--- config.mk ---
export PLATFORM = sky130hd
export DESIGN_NAME = fetch_unit_flat
export DESIGN_NICKNAME = d
export VERILOG_FILES = /design/src/rtl/fetch_unit_if.sv /design/src/rtl/fetch_unit.sv /design/src/flat_wrapper.sv
export SDC_FILE = /design/constraint.sdc
export NUM_CORES = 1
export LEC_CHECK = 0
export ABC_AREA = 0
export BUFFER_PORTS_ARGS = -buffer_cell sky130_fd_sc_hd__buf_4
export CORE_ASPECT_RATIO = 1.4
export CORE_MARGIN = 2
export CORE_UTILIZATION = 45
export DETAILED_ROUTE_END_ITERATION = 16
export PLACE_DENSITY = 0.65
export SETUP_SLACK_MARGIN = 0.5
export SLEW_MARGIN = 10
export SYNTH_ARGS = -nofsm -noshare
export SYNTH_HDL_FRONTEND = slang
export SYNTH_SLANG_ARGS = --single-unit
--- constraint.sdc ---
create_clock -name clk -period 9.5 [get_ports clk]
set_input_delay 0.95 -clock clk [delete_from_list [all_inputs] [get_ports clk]]
set_output_delay 0.95 -clock clk [all_outputs]
set_load 0.05 [all_outputs]
--- src/rtl/fetch_unit_if.sv ---
// fetch_unit_if: instruction-memory request/grant/response bus, redirect
// input and decode-side valid/ready handshake for the rv32i fetch stage.
// The master modport is the fetch unit's view; slave is the environment
// (instruction memory, execute redirect and decoder).
interface fetch_unit_if;
    // instruction memory bus
    logic        imem_req;
    logic [31:0] imem_addr;
    logic        imem_gnt;
    logic        imem_rvalid;
    logic [31:0] imem_rdata;
    // redirect from execute
    logic        redirect_valid;
    logic [31:0] redirect_pc;
    // decode handshake
    logic        instr_valid;
    logic        instr_ready;
    logic [31:0] instr_data;
    logic [31:0] instr_pc;
    logic        instr_fault;

    modport master (
        output imem_req,
        output imem_addr,
        input  imem_gnt,
        input  imem_rvalid,
        input  imem_rdata,
        input  redirect_valid,
        input  redirect_pc,
        output instr_valid,
        input  instr_ready,
        output instr_data,
        output instr_pc,
        output instr_fault
    );

    modport slave (
        input  imem_req,
        input  imem_addr,
        output imem_gnt,
        output imem_rvalid,
        output imem_rdata,
        output redirect_valid,
        output redirect_pc,
        input  instr_valid,
        output instr_ready,
        input  instr_data,
        input  instr_pc,
        input  instr_fault
    );
endinterface

--- src/rtl/fetch_unit.sv ---
// fetch_unit: rv32i instruction fetch stage. Keeps the fetch PC, issues
// in-order word requests, buffers responses with their PCs in a small FIFO
// and presents them to decode. A redirect flushes the FIFO, marks every
// in-flight request for discard and restarts at the new PC.
// Optional feature macro FETCH_MISALIGN_CHK_EN: a redirect to a non-word-
// aligned PC pushes a single fault entry and halts fetch until the next
// redirect. Without it the low two redirect bits are ignored.
module fetch_unit #(
    parameter logic [31:0] RESET_PC        = 32'h8000_0000,
    parameter int unsigned DEPTH           = 4,
    parameter int unsigned MAX_OUTSTANDING = 2
) (
    input  logic         clk,
    input  logic         reset_n,
    fetch_unit_if.master bus
);

    localparam int unsigned PTR_W            = $clog2(DEPTH);
    localparam int unsigned CNT_W            = $clog2(DEPTH + 1);
    localparam int unsigned SUM_W            = CNT_W + 1;
    localparam logic [31:0] PC_MASK          = 32'hFFFF_FFFC;
    localparam logic [31:0] RESET_PC_ALIGNED = RESET_PC & PC_MASK;

    typedef enum logic {
        RUN  = 1'b0,
        HALT = 1'b1
    } state_t;

    typedef struct packed {
        logic [31:0] pc;
        logic [31:0] data;
        logic        fault;
    } entry_t;

    state_t           state;
    logic [31:0]      fetch_pc;
    logic [31:0]      resp_pc;
    logic [CNT_W-1:0] outstanding;
    logic [CNT_W-1:0] discard;
    logic [CNT_W-1:0] fifo_count;
    logic [PTR_W-1:0] rd_ptr;
    logic [PTR_W-1:0] wr_ptr;
    entry_t           fifo_mem [DEPTH];

    logic [31:0]      redirect_target;
    logic             misalign;
    logic             grant;
    logic             resp;
    logic             keep_resp;
    logic             pop;
    logic             push;
    logic [PTR_W-1:0] push_idx;
    entry_t           push_entry;
    entry_t           head;
    logic [CNT_W-1:0] outstanding_next;
    logic [CNT_W-1:0] fifo_count_next;
    logic [SUM_W-1:0] in_use;

`ifdef FETCH_MISALIGN_CHK_EN
    assign misalign = (bus.redirect_pc[1:0] != 2'b00);
`else
    assign misalign = 1'b0;
`endif

    // Requests stop once every FIFO slot is either filled or reserved by an
    // in-flight request, so a response can always be absorbed.
    assign in_use        = SUM_W'(outstanding) + SUM_W'(fifo_count);
    assign bus.imem_req  = reset_n
                        && (state == RUN)
                        && (outstanding < CNT_W'(MAX_OUTSTANDING))
                        && (in_use < SUM_W'(DEPTH));
    assign bus.imem_addr = fetch_pc;

    // Head of FIFO to decode; fields read as zero when nothing is valid.
    assign head             = fifo_mem[rd_ptr];
    assign bus.instr_valid  = (fifo_count != '0);
    assign bus.instr_pc     = bus.instr_valid ? head.pc   : 32'h0;
    assign bus.instr_data   = bus.instr_valid ? head.data : 32'h0;
    assign bus.instr_fault  = bus.instr_valid & head.fault;

    // Handshake qualifiers, FIFO write selection and next counter values.
    always_comb begin
        grant           = bus.imem_req && bus.imem_gnt;
        resp            = bus.imem_rvalid;
        keep_resp       = resp && (discard == '0);
        pop             = bus.instr_valid && bus.instr_ready;
        redirect_target = bus.redirect_pc & PC_MASK;

        outstanding_next = outstanding;
        if (grant && !resp) begin
            outstanding_next = outstanding + CNT_W'(1);
        end else if (!grant && resp) begin
            outstanding_next = outstanding - CNT_W'(1);
        end

        push       = 1'b0;
        push_idx   = wr_ptr;
        push_entry = '0;
        if (bus.redirect_valid) begin
            // only a misaligned redirect writes, into the freshly flushed slot 0
            push       = misalign;
            push_idx   = '0;
            push_entry = '{pc: bus.redirect_pc, data: 32'h0, fault: 1'b1};
        end else if (keep_resp) begin
            push       = 1'b1;
            push_entry = '{pc: resp_pc, data: bus.imem_rdata, fault: 1'b0};
        end

        fifo_count_next = fifo_count;
        if (push && !pop) begin
            fifo_count_next = fifo_count + CNT_W'(1);
        end else if (!push && pop) begin
            fifo_count_next = fifo_count - CNT_W'(1);
        end
    end

    // Fetch state, PCs, bus bookkeeping and FIFO pointers; redirect wins over
    // responses and pops but outstanding still tracks the real bus.
    always_ff @(posedge clk) begin
        if (!reset_n) begin
            state       <= RUN;
            fetch_pc    <= RESET_PC_ALIGNED;
            resp_pc     <= RESET_PC_ALIGNED;
            outstanding <= '0;
            discard     <= '0;
            fifo_count  <= '0;
            rd_ptr      <= '0;
            wr_ptr      <= '0;
        end else begin
            outstanding <= outstanding_next;
            if (bus.redirect_valid) begin
                // every request still unanswered after this edge is stale
                fetch_pc   <= redirect_target;
                resp_pc    <= redirect_target;
                discard    <= outstanding_next;
                rd_ptr     <= '0;
                wr_ptr     <= misalign ? PTR_W'(1) : PTR_W'(0);
                fifo_count <= misalign ? CNT_W'(1) : CNT_W'(0);
                state      <= misalign ? HALT : RUN;
            end else begin
                if (grant) begin
                    fetch_pc <= fetch_pc + 32'd4;
                end
                if (resp) begin
                    if (discard != '0) begin
                        discard <= discard - CNT_W'(1);
                    end else begin
                        resp_pc <= resp_pc + 32'd4;
                    end
                end
                if (push) begin
                    wr_ptr <= wr_ptr + PTR_W'(1);
                end
                if (pop) begin
                    rd_ptr <= rd_ptr + PTR_W'(1);
                end
                fifo_count <= fifo_count_next;
            end
        end
    end

    // FIFO storage; contents are only visible through a valid head.
    always_ff @(posedge clk) begin
        if (reset_n && push) begin
            fifo_mem[push_idx] <= push_entry;
        end
    end

endmodule

--- src/flat_wrapper.sv ---
// flat-port wrapper written by rule: the top's interface ports become plain ports
module fetch_unit_flat 
#(
    parameter logic [31:0] RESET_PC        = 32'h8000_0000,
    parameter int unsigned DEPTH           = 4,
    parameter int unsigned MAX_OUTSTANDING = 2
)
  (clk, reset_n, bus_imem_req, bus_imem_addr, bus_imem_gnt, bus_imem_rvalid, bus_imem_rdata, bus_redirect_valid, bus_redirect_pc, bus_instr_valid, bus_instr_ready, bus_instr_data, bus_instr_pc, bus_instr_fault);
  fetch_unit_if bus_i ();
  input  logic clk;
  input  logic reset_n;
  output wire logic [$bits(bus_i.imem_req)-1:0] bus_imem_req;
  output wire logic [$bits(bus_i.imem_addr)-1:0] bus_imem_addr;
  input wire logic [$bits(bus_i.imem_gnt)-1:0] bus_imem_gnt;
  input wire logic [$bits(bus_i.imem_rvalid)-1:0] bus_imem_rvalid;
  input wire logic [$bits(bus_i.imem_rdata)-1:0] bus_imem_rdata;
  input wire logic [$bits(bus_i.redirect_valid)-1:0] bus_redirect_valid;
  input wire logic [$bits(bus_i.redirect_pc)-1:0] bus_redirect_pc;
  output wire logic [$bits(bus_i.instr_valid)-1:0] bus_instr_valid;
  input wire logic [$bits(bus_i.instr_ready)-1:0] bus_instr_ready;
  output wire logic [$bits(bus_i.instr_data)-1:0] bus_instr_data;
  output wire logic [$bits(bus_i.instr_pc)-1:0] bus_instr_pc;
  output wire logic [$bits(bus_i.instr_fault)-1:0] bus_instr_fault;
  assign bus_imem_req = bus_i.imem_req;
  assign bus_imem_addr = bus_i.imem_addr;
  assign bus_i.imem_gnt = bus_imem_gnt;
  assign bus_i.imem_rvalid = bus_imem_rvalid;
  assign bus_i.imem_rdata = bus_imem_rdata;
  assign bus_i.redirect_valid = bus_redirect_valid;
  assign bus_i.redirect_pc = bus_redirect_pc;
  assign bus_instr_valid = bus_i.instr_valid;
  assign bus_i.instr_ready = bus_instr_ready;
  assign bus_instr_data = bus_i.instr_data;
  assign bus_instr_pc = bus_i.instr_pc;
  assign bus_instr_fault = bus_i.instr_fault;
  fetch_unit #(.RESET_PC(RESET_PC), .DEPTH(DEPTH), .MAX_OUTSTANDING(MAX_OUTSTANDING)) u_core (.clk(clk), .reset_n(reset_n), .bus(bus_i));
endmodule
# After elaboration in Yosys (flattened, before gate mapping)
# Memories as Yosys holds them, arrays and structs flattened. A register that Yosys moved wholly into a read port is not among the register bits.
# Index checks and enable logic that the tools add are counted.
# classes
add_sub_neg	10
n_lt_le_gt_ge	2
eq_ne	1
mux	23
bitwise	3
reduce_logical	25
# op_table
operator	n
32-bit two-way mux	7
65-bit two-way mux	2
32-bit by 3-bit adder with 32-bit output, second input constant	2
3-bit two-way mux	7
1-bit logical AND	10
3-bit by 1-bit subtractor with 3-bit output, second input constant	3
2-bit nonzero test	4
3-bit by 1-bit adder with 3-bit output, second input constant	2
2-bit two-way mux	3
2-bit AND reduction	3
3-bit nonzero test	2
2-bit by 1-bit adder with 2-bit output, second input constant	2
3-bit by 3-bit adder with 4-bit output	1
1-bit logical NOT	4
4-bit by 3-bit less-than comparator with 1-bit output, second input constant	1
1-bit two-way mux	4
3-bit logical NOT	1
3-bit by 2-bit less-than comparator with 1-bit output, second input constant	1
2-bit inequality test, second input constant	1
1-bit inverter	2
2-bit OR reduction	1
1-bit AND	1
# totals
reg_bits	77
ramBits	260
input_bits	70
output_inout_bits	99
wordCells	74
mem_count	1
# mem_list
name	depth	word_bits	rd	rd_ports_with_merged_regs	write_ports	line_no	text
u_core.fifo_mem	4	65	1	1	1	fetch_unit.sv:43	entry_t fifo_mem [DEPTH];

# Depth between registers and ports, before layout
# depth
depth_word	9
depth_mapped	11
ltp_nobuf	10

# Worst setup path before layout
# Ideal clock, no wire load.
# synth_path
path_kind	input to register
startpoint	input port bus_redirect_valid
endpoint	memory u_core.fifo_mem[0][0] (netlist name) (enable)
setup_ns	0.649
arrival_time_ns	7.777
required_ns	8.851
path_slack_ns	1.075
cell_stages	5
path_buffers	2
cell_sequence	inv_1 -> clkbuf_1 -> nand2_1 -> clkbuf_1 -> nor4_1
# synth_via
elab_chain_cells	4
word_cells_on_any_way	5
classes_between	mux: 4; reduce/logical: 1
# synth_lines
item	line_no	text
start: declaration	flat_wrapper.sv:17	input wire logic [$bits(bus_i.redirect_valid)-1:0] bus_redirect_valid;
1-bit two-way mux	fetch_unit.sv:99	if (bus.redirect_valid) begin
1-bit logical AND	fetch_unit.sv:164	if (reset_n && push) begin
1-bit two-way mux	fetch_unit.sv:164	
1-bit two-way mux (not written as such)	fetch_unit.sv:165	fifo_mem[push_idx] <= push_entry;
end: declaration	fetch_unit.sv:43	
# Several ways; a longest one is shown, not always the timed one.

==> run_summary.xml <==
<?xml version="1.0" encoding="UTF-8"?>
<metrics>
  <group name="routing">
    <metric name="detailedRoute.firstIterationViolations" unit="">559</metric>
    <metric name="post-route-drc-count" unit="">0</metric>
    <metric name="avg_vias_per_cell" unit="">5.55</metric>
    <metric name="wl_per_cell" unit="um">19.8</metric>
    <metric name="dr.pass1.iters" unit="">5</metric>
    <metric name="drt-total-wl" unit="mm">31.3</metric>
    <metric name="final_antenna_net_count" unit="">0</metric>
    <metric name="routed-via-count" unit="">8750</metric>
  </group>
  <group name="clock_network">
    <metric name="cts-resized-gates" unit="">0</metric>
    <metric name="cts-root-to-sink-buffers" unit="">3</metric>
    <metric name="cts_setup_buffers" unit="">0</metric>
    <metric name="ctsHoldBuffers" unit="">0</metric>
    <metric name="clock_latency" unit="ns">0.55</metric>
    <metric name="cts.clk_slew.worst_paths" unit="ns">0.06</metric>
    <metric name="htreeDepth" unit="">1</metric>
    <metric name="clock_tree_sinks" unit="">335</metric>
    <metric name="cts_tree" unit="">yes</metric>
    <metric name="cts-root-buf" unit="">sky130_fd_sc_hd__clkbuf_16</metric>
    <metric name="numCtsBuffers" unit="">30</metric>
  </group>
  <group name="pwr">
    <metric name="combinational_cell_fraction_of_total_power" unit="%">15.8</metric>
    <metric name="report.power.total" unit="mW">3.49</metric>
    <metric name="static-leakage-power" unit="nW">5.91</metric>
    <metric name="irDropWorstVdd" unit="V">0.000158</metric>
    <metric name="power_density" unit="nW/um^2">206</metric>
    <metric name="clkPwrFrac" unit="%">36.5</metric>
    <metric name="switching_share" unit="%">26.4</metric>
    <metric name="net_load_switching_power" unit="mW">0.920</metric>
    <metric name="pwr-share-seq" unit="%">47.7</metric>
    <metric name="internal-power" unit="mW">2.57</metric>
  </group>
  <group name="timing">
    <metric name="unrepaired_setup_endpoints_after_global_routing" unit="">false</metric>
    <metric name="setup_tns" unit="ns">0</metric>
    <metric name="drv_slew" unit="">0</metric>
    <metric name="hold_viol" unit="">0</metric>
    <metric name="fin_skew" unit="ns">0.0103</metric>
    <metric name="slew-limit-headroom" unit="%">29.7</metric>
    <metric name="setup_viol_count_final" unit="">0</metric>
    <metric name="max_clock_freq" unit="MHz">252</metric>
    <metric name="worst-slew-pin-transition" unit="ns">1.05</metric>
    <metric name="min_period" unit="ns">3.98</metric>
    <metric name="timing.final.crit_share" unit="%">41.8</metric>
  </group>
  <group name="status">
    <metric name="outcome" unit="">completed</metric>
  </group>
  <group name="setup_path">
    <metric name="cpLargestDelayFamily" unit="">buffers and inverters</metric>
    <metric name="cp_num_buf_inv" unit="">2</metric>
    <metric name="worst_r2r_startpoint" unit="">u_core.discard[0]</metric>
    <metric name="ff2ff_setup_slack" unit="ns">6.09</metric>
    <metric name="critPathKind" unit="">register to primary output</metric>
    <metric name="critical_path.startpoint_type" unit="">register</metric>
    <metric name="timing.reg2reg.worst_path_depth" unit="">7</metric>
    <metric name="path_cells" unit="">buf_4, mux4_2, and2_1, buf_4</metric>
    <metric name="worst_ep_required_time" unit="ns">8.55</metric>
    <metric name="crit_path_max_incr_delay" unit="ns">0.80</metric>
    <metric name="crit_fanout" unit="">45</metric>
    <metric name="critPathCaptureType" unit="">primary output</metric>
    <metric name="timing.rr.end" unit="">u_core.fifo_mem[3][8]</metric>
    <metric name="cpMaxStageDelayCell" unit="">sky130_fd_sc_hd__buf_4</metric>
    <metric name="critPathArrivalTime" unit="ns">3.03</metric>
    <metric name="critPathMostFrequentCell" unit="">sky130_fd_sc_hd__buf_4</metric>
  </group>
  <group name="floorplanning">
    <metric name="fp.dieArea" unit="sq um">33200</metric>
    <metric name="initial_core_utilization" unit="%">45.5</metric>
    <metric name="fp-row-count" unit="">77</metric>
    <metric name="coreArea" unit="sq um">31400</metric>
    <metric name="die_height" unit="um">215</metric>
    <metric name="die_w" unit="um">155</metric>
    <metric name="io_pins" unit="">169</metric>
  </group>
  <group name="placement">
    <metric name="port_buffers" unit="">166</metric>
    <metric name="place.gp.congestion" unit="">0.865</metric>
    <metric name="place_area" unit="sq um">15900</metric>
    <metric name="dpl.hpwl" unit="mm">19.2</metric>
  </group>
  <group name="yosys">
    <metric name="yosysSeqAreaShare" unit="%">65.2</metric>
    <metric name="post-synth-top-area-cell" unit="">sky130_fd_sc_hd__edfxtp_1</metric>
    <metric name="proportion_of_synthesized_flip_flops_having_asynchronous_set_or_reset" unit="%">0</metric>
    <metric name="post_synth_instance_area" unit="sq um">14300</metric>
    <metric name="ys_warn_count" unit="">0</metric>
    <metric name="post-synth-top-count-cell" unit="">sky130_fd_sc_hd__edfxtp_1</metric>
    <metric name="synth_area_leaders" unit="">sky130_fd_sc_hd__edfxtp_1 (55%), sky130_fd_sc_hd__dfxtp_1 (11%), sky130_fd_sc_hd__mux4_2 (10%)</metric>
    <metric name="synth_enable_flop_cells" unit="">260</metric>
    <metric name="synthDominantCellAreaShare" unit="%">54.7</metric>
    <metric name="ys_top_cells_by_count" unit="">sky130_fd_sc_hd__edfxtp_1 (260), sky130_fd_sc_hd__nand2_1 (78), sky130_fd_sc_hd__dfxtp_1 (75)</metric>
    <metric name="synth_cell_type_count" unit="">49</metric>
    <metric name="syn-instance-count" unit="">1012</metric>
    <metric name="ys_ff_latch" unit="">335</metric>
    <metric name="synthesis.area_per_instance" unit="sq um">14.1</metric>
    <metric name="postSynth.topFlopCell" unit="">sky130_fd_sc_hd__edfxtp_1</metric>
  </group>
  <group name="global_route">
    <metric name="total_gr_overflow" unit="">0</metric>
    <metric name="global_route.usage.total" unit="%">18.8</metric>
    <metric name="grt_start_max_net_pins" unit="">89</metric>
    <metric name="grt_pass1_vias" unit="">8744</metric>
    <metric name="grt_first_pass_wirelength" unit="mm">48.6</metric>
    <metric name="antenna_found_initial" unit="">0</metric>
  </group>
  <group name="final_layout">
    <metric name="synthToLayoutAreaGrowth" unit="%">18.6</metric>
    <metric name="antennaDiodeCount" unit="">0</metric>
    <metric name="final_area" unit="sq um">16900</metric>
    <metric name="final_layout_size_suffix_gt1_share" unit="%">25.5</metric>
    <metric name="final_net_count" unit="">1238</metric>
  </group>
  <group name="worst_hold_path">
    <metric name="holdCritPathClass" unit="">register to register</metric>
    <metric name="hold_end" unit="">u_core.fifo_count[2]</metric>
    <metric name="holdPathStages" unit="">2</metric>
    <metric name="launch_instance_of_the_worst_min_delay_path" unit="">u_core.fifo_count[2]</metric>
  </group>
  <group name="flow_run">
    <metric name="maxCapViolations" unit="">0</metric>
  </group>
</metrics>
-- power by group through the flow --
stage	clock [mW]	sequential [mW]	combinational, mW
CTS	1.30	1.66	0.559
global route	1.36	1.67	0.591
floorplan	0	1.72	0.355
detailed placement	0	1.69	0.558
finish	1.27	1.66	0.553
global placement	0	1.69	0.552
-- how the worst max path moves through the flow --
stage,start,endpoint,depth (start not counted)
3_3_place_gp,bus_redirect_valid,u_core.fifo_mem[0][41],5
2_1_floorplan,bus_redirect_valid,u_core.fifo_mem[0][0],5
6_report,register,bus_instr_pc[22],4
5_1_grt,register,bus_instr_pc[19],4
4_1_cts,register,bus_instr_pc[22],4
3_5_place_dp,bus_redirect_valid,u_core.fifo_mem[0][7],5
-- cell usage in the layout, fill, tap and decap left out, types with 32 or more instances in the layout --
cell type                   instances
sky130_fd_sc_hd__a21oi_1           46
sky130_fd_sc_hd__and2_1            67
sky130_fd_sc_hd__and3_1            45
sky130_fd_sc_hd__buf_4            178
sky130_fd_sc_hd__clkbuf_16         32
sky130_fd_sc_hd__dfxtp_1           73
sky130_fd_sc_hd__edfxtp_1         260
sky130_fd_sc_hd__mux4_2            65
sky130_fd_sc_hd__nand2_1           78
sky130_fd_sc_hd__nand3_1           35
sky130_fd_sc_hd__o21ai_0           61
-- state kept, by name, indices dropped and copies added, names as in the netlist, named ones only --
| name | flops |
|---|---|
| u_core.bus.imem_addr | 30 |
| u_core.discard | 3 |
| u_core.fifo_count | 3 |
| u_core.fifo_mem | 260 |
| u_core.outstanding | 3 |
| u_core.rd_ptr | 2 |
| u_core.resp_pc | 30 |
| u_core.wr_ptr | 2 |
-- routing by layer --
metal	wire [um]	track usage [%]
met5	0	0
met4	1300	8.55
met2	15200	31.3
met1	13400	24.7
met3	1370	2.28
-- worst register-to-register path, cell delays in order (launching register included) --
cell and delay [ns]:
sky130_fd_sc_hd__dfxtp_1 0.30, sky130_fd_sc_hd__inv_1 0.10, sky130_fd_sc_hd__ha_1 0.22, sky130_fd_sc_hd__nand3b_1 0.45, sky130_fd_sc_hd__nor2_1 0.68, sky130_fd_sc_hd__nand3_1 0.33
sky130_fd_sc_hd__nor2_4 0.14, sky130_fd_sc_hd__buf_4 0.77
-- logic make-up (layout without fill, tap and decap cells) --
| kind of cell | Yosys count | count (layout) | synth area share (%) |
|---|---|---|---|
| muxes | 69 | 69 | 10.5 |
| adders and majority gates | 10 | 10 | 0.928 |
| buffers and inverters | 79 | 248 | 2.15 |
| other | 1 | 2 | 0.0262 |
| DFF | 335 | 335 | 65.2 |
| and+or+nand+nor | 332 | 332 | 12.7 |
| xor gates and xnor gates | 55 | 55 | 3.37 |
| AOI/OAI and AO/OA | 131 | 131 | 5.10 |
-- metrics by stage --
step                util, %  setup WS, ns  hold slack (ns)  cells
finish                 54.0          5.52            0.517   1577
global route           54.0          5.27            0.554   1577
CTS                    54.0          5.37            0.522   1577
detailed placement     50.6          5.56            0.511   1521
global placement       50.6          5.58            0.499   1521
floorplan                 -          1.07            0.471   1013
-- final cells by class --
class,count,area (sq um)
fillers,2633,14500
flip-flops and latches,335,9310
multi-input cells,599,4700
repair buffers,178,1340
clock buffers,42,858
well taps,395,494
clock inverters,14,190
inverters,14,52.6
Power figures use the tool's default switching activity.
